**src/rtl/dff_skid_pkg.sv**
```systemverilog
// rtl/dff_skid_pkg.sv - state encoding shared by the skid slice
package dff_skid_pkg;

    // Occupancy and state share one encoding, so level is the state register itself.
    typedef enum logic [1:0] {
        ST_EMPTY = 2'd0,
        ST_BUSY  = 2'd1,
        ST_FULL  = 2'd2
    } state_t;

endpackage

```
**src/rtl/dff_sren.sv**
```systemverilog
// rtl/dff_sren.sv - data flop with synchronous active-high reset and enable
module dff_sren #(
    parameter int                    DATA_WIDTH  = 32,
    parameter logic [DATA_WIDTH-1:0] RESET_VALUE = '0
) (
    input  logic                  clock,
    input  logic                  reset,
    input  logic                  enable,
    input  logic [DATA_WIDTH-1:0] d,
    output logic [DATA_WIDTH-1:0] q
);

    always_ff @(posedge clock) begin
        if (reset) begin
            q <= RESET_VALUE;
        end else if (enable) begin
            q <= d;
        end
    end

endmodule

```
**src/rtl/dff_skid_slice.sv**
```systemverilog
// rtl/dff_skid_slice.sv - two-entry registered valid/ready slice; optional DFF_SKID_FLUSH_EN adds flush
module dff_skid_slice
    import dff_skid_pkg::*;
#(
    parameter int                    DATA_WIDTH  = 32,
    parameter logic [DATA_WIDTH-1:0] RESET_VALUE = '0
) (
    input  logic                  clock,
    input  logic                  reset,
    input  logic                  in_valid,
    output logic                  in_ready,
    input  logic [DATA_WIDTH-1:0] in_data,
    output logic                  out_valid,
    input  logic                  out_ready,
    output logic [DATA_WIDTH-1:0] out_data,
`ifdef DFF_SKID_FLUSH_EN
    input  logic                  flush,
`endif
    output logic [1:0]            level
);

    state_t                state_q;
    state_t                state_d;
    logic [DATA_WIDTH-1:0] skid_q;
    logic [DATA_WIDTH-1:0] out_d;
    logic                  out_en;
    logic                  skid_en;
    logic                  in_fire;
    logic                  out_fire;

    assign in_fire  = in_valid & in_ready;
    assign out_fire = out_valid & out_ready;
    assign level    = state_q;

    always_comb begin
        state_d = state_q;
        out_en  = 1'b0;
        skid_en = 1'b0;
        out_d   = in_data;
        case (state_q)
            ST_EMPTY: begin
                if (in_fire) begin
                    out_en  = 1'b1;
                    state_d = ST_BUSY;
                end
            end
            ST_BUSY: begin
                if (in_fire && out_fire) begin
                    out_en = 1'b1;
                end else if (in_fire) begin
                    skid_en = 1'b1;
                    state_d = ST_FULL;
                end else if (out_fire) begin
                    state_d = ST_EMPTY;
                end
            end
            ST_FULL: begin
                if (out_fire) begin
                    out_en  = 1'b1;
                    out_d   = skid_q;
                    state_d = ST_BUSY;
                end
            end
            default: state_d = ST_EMPTY;
        endcase
`ifdef DFF_SKID_FLUSH_EN
        // Flush empties the slice but leaves the data registers untouched.
        if (flush) begin
            state_d = ST_EMPTY;
            out_en  = 1'b0;
            skid_en = 1'b0;
        end
`endif
    end

    // in_ready is held low on reset so it rises on the first edge after release.
    always_ff @(posedge clock) begin
        if (reset) begin
            state_q   <= ST_EMPTY;
            out_valid <= 1'b0;
            in_ready  <= 1'b0;
        end else begin
            state_q   <= state_d;
            out_valid <= (state_d != ST_EMPTY);
            in_ready  <= (state_d != ST_FULL);
        end
    end

    dff_sren #(
        .DATA_WIDTH (DATA_WIDTH),
        .RESET_VALUE(RESET_VALUE)
    ) u_out_reg (
        .clock (clock),
        .reset (reset),
        .enable(out_en),
        .d     (out_d),
        .q     (out_data)
    );

    dff_sren #(
        .DATA_WIDTH (DATA_WIDTH),
        .RESET_VALUE(RESET_VALUE)
    ) u_skid_reg (
        .clock (clock),
        .reset (reset),
        .enable(skid_en),
        .d     (in_data),
        .q     (skid_q)
    );

endmodule

```
**config.mk**
```make
export PLATFORM = sky130hd
export DESIGN_NAME = dff_skid_slice
export DESIGN_NICKNAME = d
export VERILOG_FILES = /design/src/rtl/dff_skid_pkg.sv /design/src/rtl/dff_sren.sv /design/src/rtl/dff_skid_slice.sv
export SDC_FILE = /design/constraint.sdc
export NUM_CORES = 1
export LEC_CHECK = 0
export CAP_MARGIN = 40
export CORE_MARGIN = 3
export CORE_UTILIZATION = 50
export CTS_BUF_LIST = sky130_fd_sc_hd__clkbuf_2 sky130_fd_sc_hd__clkbuf_4 sky130_fd_sc_hd__clkbuf_8
export DETAILED_ROUTE_END_ITERATION = 12
export PLACE_DENSITY_LB_ADDON = 0.1
export SLEW_MARGIN = 20
export SYNTH_ARGS = -nofsm -noshare
export SYNTH_HDL_FRONTEND = slang
export SYNTH_HIERARCHICAL = 1
export SYNTH_SLANG_ARGS = --single-unit
```
**constraint.sdc**
```tcl
create_clock -name clock -period 2.1 [get_ports clock]
set_input_delay 0.315 -clock clock [delete_from_list [all_inputs] [get_ports clock]]
set_output_delay 0.315 -clock clock [all_outputs]
set_load 0.03 [all_outputs]
```
==> flow_metrics.env <==
export IMPL_die_area_mm2=0.00710
export IMPL_grt_pass1_wl_um=9540
export IMPL_max_stage_delay_ns=0.66
export IMPL_async_flop_share=0
export IMPL_antenna_found_initial=0
export IMPL_drtIter0Drc=77
export IMPL_path_cells="buf_4 > clkdlybuf4s50_1"
export IMPL_gp_congestion=0.735
export IMPL_cts_resized=0
export IMPL_vias=2063
export IMPL_clock_sinks=68
export IMPL_synth_top_area_frac=0.445
export IMPL_final_period_utilization=0.907
export IMPL_cts_made_buffers=9
export IMPL_ios=72
export IMPL_worst_slew_pin_slew_ns=0.465
export IMPL_core_rowCount=27
export IMPL_maxCapViolCount=0
export IMPL_cp_depth=2
export IMPL_synth_largest_area_cell="dfxtp_1"
export IMPL_crit_buf_inv=2
export IMPL_crit_family="buffers and inverters"
export IMPL_nets=373
export IMPL_cts_max_path_buffers=2
export IMPL_synth_area_per_cell_um2=11.6
export IMPL_irDropWorstVdd_uv=592
export IMPL_drive_gt1_frac=0.185
export IMPL_grt_pass1_vias=2044
export IMPL_ys_types=23
export IMPL_hold_depth=2
export IMPL_worstPathRequired_ns=1.78
export IMPL_rsz0062_at_grt="false"
export IMPL_die_h_um=84.2
export IMPL_overflow=0
export IMPL_finish_utilization=0.699
export IMPL_yosysSeqAreaShare=0.445
export IMPL_status="complete, no violations"
export IMPL_post_drt_wl_per_cell_um=13.8
export IMPL_cts_tree="yes"
export IMPL_gr_usage_all_layers=0.167
export IMPL_drt_pass1_iter_count=4
export IMPL_num_antenna_cells=0
export IMPL_worst_r2r_path_depth=6
export IMPL_core_mm2=0.00571
export IMPL_cts_htree_levels=3
export IMPL_ys_ff_latch=68
export IMPL_synth_edff_count=0
export IMPL_clockRootBuffer="clkbuf_8"
export IMPL_endpoint_kind="primary output"
export IMPL_syn_nets=300
export IMPL_period_minus_slack_ns=1.91
export IMPL_grt_max_degree=46
export IMPL_crit_fanout=5
export IMPL_cts_hold_buf=0
export IMPL_areaGrowthSynthToFinish_pct=30.4
export IMPL_drt_wl_total_um=5710
export IMPL_synth_common_cells="dfxtp_1 (68), mux2i_1 (64), nor2_1 (64), mux2_4 (29), buf_12 (9)"
export IMPL_io_buffers=71
export IMPL_netlist_top_cells_area="dfxtp_1 (44%), mux2i_1 (21%), mux2_4 (14%)"
export IMPL_drv_slew=0
export IMPL_max_freq_ghz=0.525
export IMPL_start_util=0.536
export IMPL_synthMostInstantiatedCell="dfxtp_1"
export IMPL_p_leak_nw=1.60
export IMPL_power_density_mw_per_mm2=794
export IMPL_ant_nets=0
export IMPL_route_detailed_drc=0
export IMPL_hold_path_class="primary input to flip-flop"
export IMPL_hold_violations=0
export IMPL_stdcell_count=413
export IMPL_synth_ff_type="dfxtp_1"
export IMPL_die_width_um=84.2
export IMPL_worst_path_max_delay_cell="clkdlybuf4s50_1"
export IMPL_ys_warn_count=6
export IMPL_skew_ns=0.00765
export IMPL_setup_viol=0
export IMPL_critPathLaunchType="flip-flop"
export IMPL_crit_type="flip-flop to primary output"
export IMPL_post_cts_setup_buffers=0
export IMPL_tns_ns=0
export IMPL_netlist_area_mm2=0.00306
export IMPL_clk_pin_slew_ns=0.07
export IMPL_place_inst=398
export IMPL_arrival_ns=1.59
export IMPL_clk_insertion_delay_late_ns=0.34
export IMPL_via_per_inst=5.00
export IMPL_netlist_instances=264
export IMPL_slew_headroom=0.690
export IMPL_dpl_hpwl_um=3700
-- layer usage --
metal,up-vias,routed length [um],track usage
li1,1047,-,-
met2,50,2710,0.272
met3,4,358,0.0667
met4,0,34,0.0570
met5,-,0,0
met1,962,2600,0.199
-- sequential cells by signal, summed over array words and instances, names as in the netlist --
signal / cells
out_valid: 1
u_out_reg/q: 32
level: 2
u_skid_reg/q: 32
in_ready: 1
-- per-stage QoR --
| stage | hold slack [ns] | power, mW | cell area (um2) | worst slack, ns |
|---|---|---|---|---|
| final | 0.414 | 3.17 | 3990 | 0.194 |
| after global routing | 0.413 | 3.30 | 3990 | 0.107 |
| after CTS | 0.397 | 3.21 | 3990 | 0.160 |
| after detailed placement | 0.481 | 1.92 | 3750 | -0.120 |
| after global placement | 0.470 | 1.91 | 3750 | -0.0696 |
| after floorplan | 0.384 | 1.73 | 3060 | 0.0231 |
-- final cells by class --
type,instances,area (um2)
tap,72,90.1
clock buffer,9,124
multi-input combinational,176,1470
sequential,68,1360
inverter,1,3.75
timing repair buffer,81,831
clock inverter,6,113
fill,422,1720
-- cell usage in the layout (no fill, tap or decap), drive strengths merged --
cell and instances:
nor3 1, mux2i 64, nor2 64, o21ai 2
inv 2, nand4b 1, nand4 1, and3b 1
a21oi 1, o311ai 1, clkdlybuf4s50 70, buf 11
dfxtp 68, nor4bb 1, a211oi 1, or3 2
a221oi 1, clkinv 2, mux2 32, clkbuf 9
bufinv 3, nand2 3
-- power breakdown --
| part | internal (mW) | leakage [nW] | total (mW) | switching, mW |
|---|---|---|---|---|
| clock network | 0.786 | 0.120 | 1.28 | 0.493 |
| logic | 0.265 | 0.925 | 0.504 | 0.239 |
| registers | 1.35 | 0.553 | 1.38 | 0.0369 |
| total | 2.40 | 1.60 | 3.17 | 0.770 |
-- path summary, 6_finish.rpt --
kind	slack [ns]	start	end
max reg2reg	0.21	level[1]$_SDFF_PP0_	u_out_reg/q[4]$_SDFFE_PP0P_
min reg2reg	0.50	u_skid_reg/q[13]$_SDFFE_PP0P_	u_skid_reg/q[13]$_SDFFE_PP0P_
min	0.41	reset	u_skid_reg/q[23]$_SDFFE_PP0P_
max	0.19	level[1]$_SDFF_PP0_	level[1]
-- logic make-up after synthesis --
family,share of synthesized area
DFF,0.445
AOI/OAI and AO/OA,0.0131
muxes,0.363
and+or+nand+nor,0.0993
buffers and inverters,0.0801
No activity file was read; power rests on OpenSTA's default activity.
